[src/rtl/pipe_id_regfwd_if.sv]
// ----------------------------------------------------------------------------
// pipe_id_regfwd_if
//   Bundles every signal of the decode/operand stage except clock and reset.
//   The stage itself connects through the slave modport. Whatever drives the
//   ID inputs and the EX/MEM/WB feedback connects through the master modport.
//
//   ID side (in)  : i_valid, i_pc4, i_rs, i_rt, i_wr, i_imm, i_sext,
//                   i_use_rs, i_use_rt, i_wreg, i_m2reg, i_brmode, i_ctrl,
//                   i_flush
//   EX/MEM/WB (in): ealu, m_wreg, m_m2reg, m_rn, malu, mmo,
//                   w_wreg, w_rn, w_data
//   Hazard/branch : o_stall, o_redirect, o_target
//   ID/EX (out)   : x_valid, x_wreg, x_m2reg, x_rn, x_a, x_b, x_imm, x_ctrl
//   PIPEID_PERF_EN: adds o_stall_cnt and o_redir_cnt (32-bit saturating)
// ----------------------------------------------------------------------------
interface pipe_id_regfwd_if #(
    parameter int XLEN = 32,
    parameter int RA_W = 5,
    parameter int CW   = 8
);
    // ID stage instruction, pre-decoded by the control unit
    logic            i_valid;
    logic [XLEN-1:0] i_pc4;
    logic [RA_W-1:0] i_rs;
    logic [RA_W-1:0] i_rt;
    logic [RA_W-1:0] i_wr;
    logic [15:0]     i_imm;
    logic            i_sext;
    logic            i_use_rs;
    logic            i_use_rt;
    logic            i_wreg;
    logic            i_m2reg;
    logic [2:0]      i_brmode;
    logic [CW-1:0]   i_ctrl;
    logic            i_flush;

    // Later-stage results fed back for forwarding and writeback
    logic [XLEN-1:0] ealu;
    logic            m_wreg;
    logic            m_m2reg;
    logic [RA_W-1:0] m_rn;
    logic [XLEN-1:0] malu;
    logic [XLEN-1:0] mmo;
    logic            w_wreg;
    logic [RA_W-1:0] w_rn;
    logic [XLEN-1:0] w_data;

    // Hazard and branch outputs
    logic            o_stall;
    logic            o_redirect;
    logic [XLEN-1:0] o_target;

    // ID/EX pipeline register
    logic            x_valid;
    logic            x_wreg;
    logic            x_m2reg;
    logic [RA_W-1:0] x_rn;
    logic [XLEN-1:0] x_a;
    logic [XLEN-1:0] x_b;
    logic [XLEN-1:0] x_imm;
    logic [CW-1:0]   x_ctrl;

`ifdef PIPEID_PERF_EN
    logic [31:0]     o_stall_cnt;
    logic [31:0]     o_redir_cnt;
`endif

    modport slave (
        input  i_valid, i_pc4, i_rs, i_rt, i_wr, i_imm, i_sext,
               i_use_rs, i_use_rt, i_wreg, i_m2reg, i_brmode, i_ctrl, i_flush,
        input  ealu, m_wreg, m_m2reg, m_rn, malu, mmo, w_wreg, w_rn, w_data,
`ifdef PIPEID_PERF_EN
        output o_stall_cnt, o_redir_cnt,
`endif
        output o_stall, o_redirect, o_target,
        output x_valid, x_wreg, x_m2reg, x_rn, x_a, x_b, x_imm, x_ctrl
    );

    modport master (
        output i_valid, i_pc4, i_rs, i_rt, i_wr, i_imm, i_sext,
               i_use_rs, i_use_rt, i_wreg, i_m2reg, i_brmode, i_ctrl, i_flush,
        output ealu, m_wreg, m_m2reg, m_rn, malu, mmo, w_wreg, w_rn, w_data,
`ifdef PIPEID_PERF_EN
        input  o_stall_cnt, o_redir_cnt,
`endif
        input  o_stall, o_redirect, o_target,
        input  x_valid, x_wreg, x_m2reg, x_rn, x_a, x_b, x_imm, x_ctrl
    );
endinterface

[src/rtl/pipe_id_regfwd.sv]
// ----------------------------------------------------------------------------
// pipe_id_regfwd
//   Decode/operand stage of the pipelined CPU. It holds the register file,
//   picks each source operand from EX, MEM, WB or the register file, detects
//   load-use hazards, resolves branches and jr inside ID, and holds the ID/EX
//   pipeline register (bubble on stall, flush or empty ID).
//
//   Ports
//     clock  : rising-edge clock
//     resetn : asynchronous active-low reset; clears ID/EX, register file and
//              the optional counters
//     bus    : pipe_id_regfwd_if.slave (ID inputs, EX/MEM/WB feedback,
//              stall/redirect outputs, ID/EX register outputs)
//
//   Optional build macro PIPEID_PERF_EN adds two 32-bit saturating counters,
//   bus.o_stall_cnt (edges with o_stall=1) and bus.o_redir_cnt (edges with
//   o_redirect=1).
// ----------------------------------------------------------------------------
module pipe_id_regfwd #(
    parameter int XLEN = 32,
    parameter int RA_W = 5,
    parameter int CW   = 8
) (
    input  logic            clock,
    input  logic            resetn,
    pipe_id_regfwd_if.slave bus
);

    localparam int NREG = 2**RA_W;

    localparam logic [2:0] BR_BEQ  = 3'b001;
    localparam logic [2:0] BR_BNE  = 3'b010;
    localparam logic [2:0] BR_BLTZ = 3'b011;
    localparam logic [2:0] BR_BGEZ = 3'b100;
    localparam logic [2:0] BR_JR   = 3'b101;

    // Operand source priority: r0, then the ALU result in EX, then MEM
    // (load data or ALU result), then the register file read.
    function automatic logic [XLEN-1:0] fwd_sel(
        input logic [RA_W-1:0] src,
        input logic [XLEN-1:0] rf_val,
        input logic            ex_ok,
        input logic [RA_W-1:0] ex_rn,
        input logic [XLEN-1:0] ex_alu,
        input logic            mem_wr,
        input logic            mem_ld,
        input logic [RA_W-1:0] mem_rn,
        input logic [XLEN-1:0] mem_alu,
        input logic [XLEN-1:0] mem_ld_data
    );
        if (src == '0)
            return '0;
        else if (ex_ok && (ex_rn == src))
            return ex_alu;
        else if (mem_wr && (mem_rn == src))
            return mem_ld ? mem_ld_data : mem_alu;
        else
            return rf_val;
    endfunction

`ifdef PIPEID_PERF_EN
    function automatic logic [31:0] sat_inc(input logic [31:0] v);
        return (v == 32'hFFFF_FFFF) ? v : v + 32'd1;
    endfunction
`endif

    logic [XLEN-1:0] rf [NREG];

    // ID/EX register contents
    logic                   vld_p1;
    logic                   wreg_p1;
    logic                   m2reg_p1;
    logic [RA_W-1:0]        rn_p1;
    logic [XLEN-1:0]        a_p1;
    logic [XLEN-1:0]        b_p1;
    logic [XLEN-1:0]        imm_p1;
    logic [CW-1:0]          ctrl_p1;

    // ID stage combinational values
    logic [XLEN-1:0]        rs_rf_p0;
    logic [XLEN-1:0]        rt_rf_p0;
    logic signed [XLEN-1:0] a_p0;
    logic signed [XLEN-1:0] b_p0;
    logic [XLEN-1:0]        imm_p0;
    logic [XLEN-1:0]        br_tgt_p0;
    logic                   ex_ok_p0;
    logic                   stall_p0;
    logic                   cond_p0;
    logic                   take_p0;
    logic                   jr_p0;
    logic                   bubble_p0;

    // ---- ID stage (p0): register read, forwarding, hazard, branch ----

    // A write landing on the same edge is returned directly so the reader
    // never sees the stale entry.
    always_comb begin
        rs_rf_p0 = rf[bus.i_rs];
        rt_rf_p0 = rf[bus.i_rt];
        if (bus.w_wreg && (bus.w_rn == bus.i_rs))
            rs_rf_p0 = bus.w_data;
        if (bus.w_wreg && (bus.w_rn == bus.i_rt))
            rt_rf_p0 = bus.w_data;
    end

    // A load sitting in EX has no data yet, so it is never an EX forward source.
    assign ex_ok_p0 = vld_p1 & wreg_p1 & ~m2reg_p1;

    always_comb begin
        a_p0 = fwd_sel(bus.i_rs, rs_rf_p0, ex_ok_p0, rn_p1, bus.ealu,
                       bus.m_wreg, bus.m_m2reg, bus.m_rn, bus.malu, bus.mmo);
        b_p0 = fwd_sel(bus.i_rt, rt_rf_p0, ex_ok_p0, rn_p1, bus.ealu,
                       bus.m_wreg, bus.m_m2reg, bus.m_rn, bus.malu, bus.mmo);
    end

    // Load in EX feeding a real source of the ID instruction: hold one cycle,
    // after which the load sits in MEM and forwards from mmo.
    assign stall_p0 = bus.i_valid & vld_p1 & m2reg_p1 & wreg_p1 &
                      (rn_p1 != '0) &
                      ((bus.i_use_rs & (rn_p1 == bus.i_rs)) |
                       (bus.i_use_rt & (rn_p1 == bus.i_rt)));

    assign imm_p0    = {{(XLEN-16){bus.i_sext & bus.i_imm[15]}}, bus.i_imm};
    assign br_tgt_p0 = bus.i_pc4 + (imm_p0 << 2);

    always_comb begin
        cond_p0 = 1'b0;
        jr_p0   = 1'b0;
        case (bus.i_brmode)
            BR_BEQ:  cond_p0 = (a_p0 == b_p0);
            BR_BNE:  cond_p0 = (a_p0 != b_p0);
            BR_BLTZ: cond_p0 = a_p0[XLEN-1];
            BR_BGEZ: cond_p0 = ~a_p0[XLEN-1];
            BR_JR: begin
                cond_p0 = 1'b1;
                jr_p0   = 1'b1;
            end
            default: cond_p0 = 1'b0;
        endcase
    end

    // A stalled branch resolves on the retry, once its operand is available.
    assign take_p0   = cond_p0 & bus.i_valid & ~stall_p0;
    assign bubble_p0 = stall_p0 | bus.i_flush | ~bus.i_valid;

    assign bus.o_stall    = stall_p0;
    assign bus.o_redirect = take_p0;
    assign bus.o_target   = !take_p0 ? bus.i_pc4 :
                            (jr_p0 ? a_p0 : br_tgt_p0);

    // ---- Register file write (WB) ----

    always_ff @(posedge clock or negedge resetn) begin
        if (!resetn) begin
            for (int i = 0; i < NREG; i++)
                rf[i] <= '0;
        end else if (bus.w_wreg && (bus.w_rn != '0)) begin
            rf[bus.w_rn] <= bus.w_data;
        end
    end

    // ---- ID/EX boundary (p1) ----

    // Bubbles zero the whole entry so EX never sees leftover operands.
    always_ff @(posedge clock or negedge resetn) begin
        if (!resetn) begin
            vld_p1   <= 1'b0;
            wreg_p1  <= 1'b0;
            m2reg_p1 <= 1'b0;
            rn_p1    <= '0;
            a_p1     <= '0;
            b_p1     <= '0;
            imm_p1   <= '0;
            ctrl_p1  <= '0;
        end else if (bubble_p0) begin
            vld_p1   <= 1'b0;
            wreg_p1  <= 1'b0;
            m2reg_p1 <= 1'b0;
            rn_p1    <= '0;
            a_p1     <= '0;
            b_p1     <= '0;
            imm_p1   <= '0;
            ctrl_p1  <= '0;
        end else begin
            vld_p1   <= 1'b1;
            wreg_p1  <= bus.i_wreg;
            m2reg_p1 <= bus.i_m2reg;
            rn_p1    <= bus.i_wr;
            a_p1     <= a_p0;
            b_p1     <= b_p0;
            imm_p1   <= imm_p0;
            ctrl_p1  <= bus.i_ctrl;
        end
    end

    assign bus.x_valid = vld_p1;
    assign bus.x_wreg  = wreg_p1;
    assign bus.x_m2reg = m2reg_p1;
    assign bus.x_rn    = rn_p1;
    assign bus.x_a     = a_p1;
    assign bus.x_b     = b_p1;
    assign bus.x_imm   = imm_p1;
    assign bus.x_ctrl  = ctrl_p1;

`ifdef PIPEID_PERF_EN
    logic [31:0] stall_cnt;
    logic [31:0] redir_cnt;

    always_ff @(posedge clock or negedge resetn) begin
        if (!resetn) begin
            stall_cnt <= '0;
            redir_cnt <= '0;
        end else begin
            if (stall_p0)
                stall_cnt <= sat_inc(stall_cnt);
            if (take_p0)
                redir_cnt <= sat_inc(redir_cnt);
        end
    end

    assign bus.o_stall_cnt = stall_cnt;
    assign bus.o_redir_cnt = redir_cnt;
`endif

endmodule

[src/flat_wrapper.sv]
// flat-port wrapper written by rule: the top's interface ports become plain ports
module pipe_id_regfwd_flat 
#(
    parameter int XLEN = 32,
    parameter int RA_W = 5,
    parameter int CW   = 8
)
  (clock, resetn, bus_i_valid, bus_i_pc4, bus_i_rs, bus_i_rt, bus_i_wr, bus_i_imm, bus_i_sext, bus_i_use_rs, bus_i_use_rt, bus_i_wreg, bus_i_m2reg, bus_i_brmode, bus_i_ctrl, bus_i_flush, bus_ealu, bus_m_wreg, bus_m_m2reg, bus_m_rn, bus_malu, bus_mmo, bus_w_wreg, bus_w_rn, bus_w_data, bus_o_stall, bus_o_redirect, bus_o_target, bus_x_valid, bus_x_wreg, bus_x_m2reg, bus_x_rn, bus_x_a, bus_x_b, bus_x_imm, bus_x_ctrl);
  pipe_id_regfwd_if #(.XLEN(XLEN), .RA_W(RA_W), .CW(CW)) bus_i ();
  input  logic clock;
  input  logic resetn;
  input wire logic [$bits(bus_i.i_valid)-1:0] bus_i_valid;
  input wire logic [$bits(bus_i.i_pc4)-1:0] bus_i_pc4;
  input wire logic [$bits(bus_i.i_rs)-1:0] bus_i_rs;
  input wire logic [$bits(bus_i.i_rt)-1:0] bus_i_rt;
  input wire logic [$bits(bus_i.i_wr)-1:0] bus_i_wr;
  input wire logic [$bits(bus_i.i_imm)-1:0] bus_i_imm;
  input wire logic [$bits(bus_i.i_sext)-1:0] bus_i_sext;
  input wire logic [$bits(bus_i.i_use_rs)-1:0] bus_i_use_rs;
  input wire logic [$bits(bus_i.i_use_rt)-1:0] bus_i_use_rt;
  input wire logic [$bits(bus_i.i_wreg)-1:0] bus_i_wreg;
  input wire logic [$bits(bus_i.i_m2reg)-1:0] bus_i_m2reg;
  input wire logic [$bits(bus_i.i_brmode)-1:0] bus_i_brmode;
  input wire logic [$bits(bus_i.i_ctrl)-1:0] bus_i_ctrl;
  input wire logic [$bits(bus_i.i_flush)-1:0] bus_i_flush;
  input wire logic [$bits(bus_i.ealu)-1:0] bus_ealu;
  input wire logic [$bits(bus_i.m_wreg)-1:0] bus_m_wreg;
  input wire logic [$bits(bus_i.m_m2reg)-1:0] bus_m_m2reg;
  input wire logic [$bits(bus_i.m_rn)-1:0] bus_m_rn;
  input wire logic [$bits(bus_i.malu)-1:0] bus_malu;
  input wire logic [$bits(bus_i.mmo)-1:0] bus_mmo;
  input wire logic [$bits(bus_i.w_wreg)-1:0] bus_w_wreg;
  input wire logic [$bits(bus_i.w_rn)-1:0] bus_w_rn;
  input wire logic [$bits(bus_i.w_data)-1:0] bus_w_data;
  output wire logic [$bits(bus_i.o_stall)-1:0] bus_o_stall;
  output wire logic [$bits(bus_i.o_redirect)-1:0] bus_o_redirect;
  output wire logic [$bits(bus_i.o_target)-1:0] bus_o_target;
  output wire logic [$bits(bus_i.x_valid)-1:0] bus_x_valid;
  output wire logic [$bits(bus_i.x_wreg)-1:0] bus_x_wreg;
  output wire logic [$bits(bus_i.x_m2reg)-1:0] bus_x_m2reg;
  output wire logic [$bits(bus_i.x_rn)-1:0] bus_x_rn;
  output wire logic [$bits(bus_i.x_a)-1:0] bus_x_a;
  output wire logic [$bits(bus_i.x_b)-1:0] bus_x_b;
  output wire logic [$bits(bus_i.x_imm)-1:0] bus_x_imm;
  output wire logic [$bits(bus_i.x_ctrl)-1:0] bus_x_ctrl;
  assign bus_i.i_valid = bus_i_valid;
  assign bus_i.i_pc4 = bus_i_pc4;
  assign bus_i.i_rs = bus_i_rs;
  assign bus_i.i_rt = bus_i_rt;
  assign bus_i.i_wr = bus_i_wr;
  assign bus_i.i_imm = bus_i_imm;
  assign bus_i.i_sext = bus_i_sext;
  assign bus_i.i_use_rs = bus_i_use_rs;
  assign bus_i.i_use_rt = bus_i_use_rt;
  assign bus_i.i_wreg = bus_i_wreg;
  assign bus_i.i_m2reg = bus_i_m2reg;
  assign bus_i.i_brmode = bus_i_brmode;
  assign bus_i.i_ctrl = bus_i_ctrl;
  assign bus_i.i_flush = bus_i_flush;
  assign bus_i.ealu = bus_ealu;
  assign bus_i.m_wreg = bus_m_wreg;
  assign bus_i.m_m2reg = bus_m_m2reg;
  assign bus_i.m_rn = bus_m_rn;
  assign bus_i.malu = bus_malu;
  assign bus_i.mmo = bus_mmo;
  assign bus_i.w_wreg = bus_w_wreg;
  assign bus_i.w_rn = bus_w_rn;
  assign bus_i.w_data = bus_w_data;
  assign bus_o_stall = bus_i.o_stall;
  assign bus_o_redirect = bus_i.o_redirect;
  assign bus_o_target = bus_i.o_target;
  assign bus_x_valid = bus_i.x_valid;
  assign bus_x_wreg = bus_i.x_wreg;
  assign bus_x_m2reg = bus_i.x_m2reg;
  assign bus_x_rn = bus_i.x_rn;
  assign bus_x_a = bus_i.x_a;
  assign bus_x_b = bus_i.x_b;
  assign bus_x_imm = bus_i.x_imm;
  assign bus_x_ctrl = bus_i.x_ctrl;
  pipe_id_regfwd #(.XLEN(XLEN), .RA_W(RA_W), .CW(CW)) u_core (.clock(clock), .resetn(resetn), .bus(bus_i));
endmodule
[config.mk]
export PLATFORM = sky130hd
export DESIGN_NAME = pipe_id_regfwd_flat
export DESIGN_NICKNAME = d
export VERILOG_FILES = /design/src/rtl/pipe_id_regfwd_if.sv /design/src/rtl/pipe_id_regfwd.sv /design/src/flat_wrapper.sv
export SDC_FILE = /design/constraint.sdc
export NUM_CORES = 2
export LEC_CHECK = 0
export CAP_MARGIN = 10
export CELL_PAD_IN_SITES_DETAIL_PLACEMENT = 1
export CELL_PAD_IN_SITES_GLOBAL_PLACEMENT = 2
export CORE_ASPECT_RATIO = 1.4
export CORE_UTILIZATION = 30
export CTS_BUF_LIST = sky130_fd_sc_hd__clkbuf_8
export CTS_CLUSTER_SIZE = 40
export DETAILED_ROUTE_END_ITERATION = 7
export PLACE_DENSITY_LB_ADDON = 0.1
export SLEW_MARGIN = 20
export SYNTH_ARGS = -nofsm -noshare
export SYNTH_HDL_FRONTEND = slang
export SYNTH_SLANG_ARGS = --single-unit
[constraint.sdc]
create_clock -name clock -period 13.75 [get_ports clock]
set_clock_uncertainty 0.1 [all_clocks]
set_input_delay 2.0625 -clock clock [delete_from_list [all_inputs] [get_ports clock]]
set_output_delay 2.0625 -clock clock [all_outputs]
set_load 0.005 [all_outputs]
==> results by group <==
Logic synthesis
  – Synthesized-area fraction occupied by ao, oa, aoi and oai cells: 7.87%
  – Proportion of netlist area held by the largest area contributor: 44.7%
  – Number of nets produced by synthesis: 5047
  – Post-synthesis cell area: 0.0627 sq mm
  – Top-count cell post-synth: sky130_fd_sc_hd__dfrtp_1
  – Main combinational cell family by area after synthesis: multiplexers
  – Portion of netlist area occupied by mux cells: 36.6%
  – Post-synthesis area per instance: 13.1 sq um
  – Commonest cells in the netlist: sky130_fd_sc_hd__dfrtp_1 (1121), sky130_fd_sc_hd__mux2_2 (985), sky130_fd_sc_hd__mux4_2 (397)
  – Number of enable flip-flop cells after synthesis: 0
  – Post-synth top area cell: sky130_fd_sc_hd__dfrtp_1
  – Share of synthesized area occupied by flip-flops and latches: 44.7%
  – Synth Flop Type: sky130_fd_sc_hd__dfrtp_1
  – Largest cells by area after synthesis: sky130_fd_sc_hd__dfrtp_1 (45%), sky130_fd_sc_hd__mux2_2 (18%), sky130_fd_sc_hd__mux4_2 (14%)
  – Synth async-reset ratio: 100%
  – Cell count after synthesis: 4793
  – Share of the synthesized netlist area taken by xor and xnor gates: 1.16%
  – Ys Warns: 0
  – Simple-gate area share of the yosys netlist: 4.91%
  – Share of synthesized cell area in full adder, half adder and majority cells: 0.610%
  – Unique masters post-synth: 84
  – Flip-flop and latch count after synthesis: 1121

Flow run
  – Max-cap check violation count: 0

Floorplanning
  – Total Die Area: 0.211 sq mm
  – Total number of placement rows: 198
  – Boundary Pins: 370
  – Horiz. Die Dim: 388 um
  – Vertical die dimension: 543 um
  – Area of the core: 0.208 sq mm
  – Initial Utilization: 30.2%

STA
  – Tmin final: 11100 ps
  – Rel. slew slack: 15.3%
  – Setup TNS: 0 ps
  – Ratio of final minimum period to clock period: 80.7%
  – Max-slew violations: 0
  – Worst-Margin Slew: 1260 ps
  – Fmax: 0.0901 GHz
  – # setup viols final: 0
  – Final count of hold timing violations: 0
  – Setup repair after global routing missed its margin: no

Route
  – Starting DRC count in detailed routing: 3052
  – Via count: 45.4k
  – Post-DR vias/cell: 5.75
  – Wirelength per Cell: 37.3 um
  – Routed WL: 295 mm
  – First drt pass iteration count: 5
  – Residual DRC count: 0
  – Number of nets with antenna violations after detailed routing: 0

Worst hold path
  – Path category of the worst min-delay check: register to register
  – Hold path start: u_core.rf[1018]
  – End of the worst hold path: u_core.rf[1018]
  – Cells on Worst Hold Path: 0

Setup path
  – CP Capture Type: primary output
  – Worst R2R End: u_core.bus.x_a[29]
  – Path length in cells of the critical path: 18
  – WP data arrival: 8930 ps
  – CP required: 11590 ps
  – Path type of the worst setup path: primary input to primary output
  – Standard cell with the maximum stage delay on the critical path: sky130_fd_sc_hd__nor3b_1
  – Longest individual stage delay on the worst path: 950 ps
  – R2r startpoint: u_core.bus.x_rn[0]
  – Register-to-register setup slack: 10130 ps
  – Worst setup SP type: primary input
  – Number of cells on the worst reg-to-reg path: 10
  – Top delay family on crit path: simple AND/OR/NAND/NOR gates
  – Buffers & Inverters on Critical Path: 4
  – Critical path cell sequence: buf_2 -> buf_4 -> buf_4 -> or3_1 -> o22ai_1 -> o22ai_1 -> a2111oi_2 -> a211oi_1 -> nor3b_1 -> xnor2_1 -> nor3_1 -> nand4_1 -> o31ai_1 -> a22oi_1 -> o21ai_2 -> nand2_2 -> mux2_2 -> clkdlybuf4s50_1
  – Largest fanout on the critical path: 29

Clock tree
  – CTS buffer count: 201
  – CTS Hold Bufs: 0
  – H-tree lvl count: 4
  – Deepest clock path buffer count: 4
  – Post-CTS Setup Bufs: 0
  – Clock network latency to the later pin of the worst-skew pair: 980 ps
  – Reg clk slew, reported paths: 60 ps
  – Clock Sinks: 1121
  – Clock tree from TritonCTS: built
  – CTS-repair resized insts: 0
  – Cell at the root of the clock tree: sky130_fd_sc_hd__clkbuf_8

Status
  – Run status: finished, final reports clean

GRT
  – Maximum number of pins on one net before global-route repair: 155
  – Number of antenna violations at the first check in global routing: 26
  – Wire length of the first global-routing pass: 411 mm
  – Total routing resource utilization after global routing: 27.7%
  – Vias in the first global route: 48.3k
  – Grt total ovfl: 0

Layout
  – Final cell utilization of the core: 35.3%
  – Multi-input gate area: 0.0325 sq mm
  – Synthesis-to-finish area growth: 16.9%
  – Number of filler instances in the final layout: 21.8k
  – Final-stage net count: 5296
  – Sequential Area: 0.0281 sq mm
  – Fraction of layout instances using a drive strength above 1: 37.8%

Power
  – Static power due to leakage: 31.5 nW
  – Cell Pwr Density: 137 mW/mm^2
  – Max VDD drop: 0.0780 mV

Placement
  – Routability-driven placement congestion ratio: 0.944
  – # port buffers: 369
  – DP Wirelength: 194 mm
## final cells by class
class                           instances  share of cell area, %
Multi-Input combinational cell       3145                   44.3
Sequential cell                      1121                   38.3
Timing Repair Buffer                  550                   7.11
Clock buffer                          264                   4.95
Tap cell                             2700                   4.61
Clock inverter                         83                  0.662
Inverter                               23                  0.118
Antenna cell                            7                 0.0239
## power breakdown
part | total [W] | switching [W] | internal, W
registers | 0.00431 | 0.000427 | 0.00389
clock network | 0.00334 | 0.00154 | 0.00180
logic | 0.00237 | 0.00116 | 0.00121
## per-layer routing
layer	GRT usage, %	wire [um]	vias to the layer above
met4	10.2	11600	8
li1	-	-	18700
met1	35.4	123000	24800
met2	47.3	145000	1443
met3	4.18	14900	440
met5	0	51	-
## cells in the final DEF (no fill, tap or decap), types with 56 or more instances in the layout
cell / n
sky130_fd_sc_hd__dfrtp_1: 1121
sky130_fd_sc_hd__mux2_2: 985
sky130_fd_sc_hd__mux4_2: 397
sky130_fd_sc_hd__clkdlybuf4s50_1: 356
sky130_fd_sc_hd__mux2i_1: 279
sky130_fd_sc_hd__clkbuf_8: 264
sky130_fd_sc_hd__nand2_1: 231
sky130_fd_sc_hd__buf_4: 170
sky130_fd_sc_hd__o21ai_0: 135
sky130_fd_sc_hd__nor2_1: 121
sky130_fd_sc_hd__a21oi_1: 106
sky130_fd_sc_hd__inv_1: 80
sky130_fd_sc_hd__o221ai_1: 68
sky130_fd_sc_hd__o22ai_1: 65
sky130_fd_sc_hd__and2_1: 64
sky130_fd_sc_hd__xnor2_1: 56
## logic make-up (layout without fill, tap and decap cells)
kind of cell,Yosys count,after routing
buf+inv,527,920
simple gates,652,652
compound gates,708,708
flops,1121,1121
other cells,0,7
xor+xnor,83,83
fa+ha+maj,30,30
mux,1672,1672
## how the worst max path moves through the flow
stage / start / endpoint / slack (ps)
after floorplan: bus_i_rs[0] / bus_o_target[12] / 5800
after global placement: bus_i_rs[0] / bus_o_target[18] / 2620
after detailed placement: bus_i_rs[0] / bus_o_target[18] / 2590
after CTS: bus_i_rs[0] / bus_o_target[18] / 2560
after global routing: bus_i_rs[4] / bus_o_target[9] / 2270
final: bus_i_rs[4] / bus_o_target[9] / 2650
## registers in the layout, summed over array words and instances (netlist names)
register,cells
u_core.bus.x_wreg,1
u_core.bus.x_rn,5
u_core.bus.x_m2reg,1
u_core.rf,1024
u_core.bus.x_b,32
u_core.bus.x_ctrl,8
u_core.bus.x_imm,17
u_core.bus.x_a,32
u_core.bus.x_valid,1
## per-stage QoR
stage / hold WS (ps) / area, sq um / std cells / power, W / worst slack, ps
CTS: 297 / 73300 / 7886 / 0.0101 / 2560
detailed placement: 283 / 69200 / 7539 / 0.00674 / 2590
global placement: 277 / 69100 / 7539 / 0.00668 / 2620
finish: 295 / 73300 / 7893 / 0.0100 / 2650
floorplan: 341 / 62700 / 4793 / 0.00573 / 5800
global route: 308 / 73300 / 7889 / 0.0105 / 2270
No activity file was read; power rests on OpenSTA's default activity.
==> patch (same flow settings) <==
`XLEN` is set to 32 in 3 places; all go to 28.
--- a/src/rtl/pipe_id_regfwd_if.sv
+++ b/src/rtl/pipe_id_regfwd_if.sv
@@ -16,3 +16,3 @@
 interface pipe_id_regfwd_if #(
-    parameter int XLEN = 32,
+    parameter int XLEN = 28,
     parameter int RA_W = 5,
--- a/src/rtl/pipe_id_regfwd.sv
+++ b/src/rtl/pipe_id_regfwd.sv
@@ -19,3 +19,3 @@
 module pipe_id_regfwd #(
-    parameter int XLEN = 32,
+    parameter int XLEN = 28,
     parameter int RA_W = 5,
--- a/src/flat_wrapper.sv
+++ b/src/flat_wrapper.sv
@@ -3,3 +3,3 @@
 #(
-    parameter int XLEN = 32,
+    parameter int XLEN = 28,
     parameter int RA_W = 5,
Interface: changed (9 resized); port bits go from 370 to 334. The function was not compared with the original's and may differ.
==> patch against the original RTL <==
  * Routed wire length is 11% lower
  * First-iteration DRC count grew 4.5%
  * Area after synthesis is 11% lower
  * Sequential cell count fell by 136
  * Non-clock buffer count is 70 lower
  * Power down 12%
  * Cell area shrank 12%
  * Global-route usage up 0.22 points
  * Die area fell by 11%
  * Worst setup slack better by 0.16 ns
  * Largest cell class unchanged
  * Highest routed layer unchanged
==> patch: results (changes against the original RTL) <==
The flip-flop count of the largest register after layout came to 896 (-13%). The switching fraction of total power came out at 31.74% (+0.52 points). The initial detailed-routing violation count was 3,190 (+4.5%).

The placed wire-length estimate is 176,800 um (-8.7%). The delay contributed by the slowest stage of the critical path came out at 0.89 ns (-0.06 ns). The met2 usage came out at 47.91% (+0.63 points). The parity-gate share of the synthesized area counting xor and xnor cells came out at 1.023% (-0.14 points).

The average via count per standard cell came out at 5.806 (+1.0%). The flow ran to the end, and the final reports show no timing, DRC or antenna violations. The mux cell area share after synthesis came out at 35.71% (-0.93 points). The total chip power came out at 8766 uW (-12%). The cell total after placement is 6,734 (-11%). The number of global-route vias before repair is 43,270 (-10%).

The power in combinational cells came out at 2040 uW (-14%). The leakage power is 0.02761 uW (-12%). The number of nets in the finished design came out at 4,698 (-11%). The area share of fa/ha/maj cells after synthesis came out at 0.5978% (-0.013 points). The total global routing track utilization came out at 27.95% (+0.22 points). The maximum net fanout on the critical path came out at 53 (+83%).

In the post-synthesis netlist, the biggest area contributors are sky130_fd_sc_hd__dfrtp_1 44%, sky130_fd_sc_hd__mux2_2 16%, sky130_fd_sc_hd__mux4_2 14%. The worst supply voltage drop on vdd is 0.07968 mV (+2.1%). The routing usage on met3 is 5.180% (+1.0 points). The number of non-filler instances in the completed layout came out at 7,048 (-11%). The wire length on met2 came to 131,000 um (-9.5%). The total of buffers placed on input and output ports is 333 (-9.8%). The number of distinct library cell variants in the gate-level netlist after synthesis is 96 (+14%). The last weighted congestion value of the routability-driven placer is 0.8793 (-6.9%). The number of buffers inserted during clock tree synthesis came out at 176 (-12%).

The met3 routed wirelength is 14,290 um (-3.9%). The global-route wire length before repair is 368,400 um (-10%). The post-CTS setup repair buffer count is 0 (unchanged). The register area share after synthesis came out at 44.27% (-0.45 points). For this design, the slowest cell found on the critical path is sky130_fd_sc_hd__a311oi_1. The fraction of met1 tracks used by global routing was 35.20% (-0.22 points).

The fraction of final layout cells with drive strength greater than 1 is 36.30% (-1.5 points). The net count after synthesis came out at 4,469 (-11%). The wire length on met1 came to 108,800 um (-12%). The initial antenna violation count is 20 (-23%). The total clock network power came out at 2920 uW (-13%). The commonest cells after synthesis are 985 x sky130_fd_sc_hd__dfrtp_1, 800 x sky130_fd_sc_hd__mux2_2, 344 x sky130_fd_sc_hd__mux4_2. The slew at the pin closest to its max-slew limit is 1.153 ns (-0.1104 ns).
[patch: final timing paths]
path | start | end | slack, ns | cells past startpoint
setup reg to reg | u_core.bus.x_rn[4] | u_core.bus.x_b[18] | 10.19 | 9
hold reg to reg | u_core.rf[883] | u_core.rf[883] | 0.29 | 0
setup / recovery | bus_i_rt[2] | bus_o_target[8] | 2.81 | 17
hold / removal | u_core.rf[883] | u_core.rf[883] | 0.29 | 0
max in group asynchronous | resetn | u_core.rf[192] | 9.63 | 4
min in group asynchronous | resetn | u_core.bus.x_ctrl[0] | 1.00 | 1
[patch: layout make-up]
class	instances	area (sq um)
inverters	30	112.6
clock buffers	224	3083
well taps	2444	3058
multi-input cells	2795	28810
flip-flops and latches	985	24650
clock inverters	86	515.5
repair buffers	480	4517
diodes	4	10.01
fillers	19300	119100
[patch: stage by stage]
step	worst slack, ns	cell area (sq um)
global route	2.792	64750
floorplan	5.326	55680
detailed placement	3.004	61150
CTS	2.982	64750
finish	2.809	64760
global placement	2.588	61120
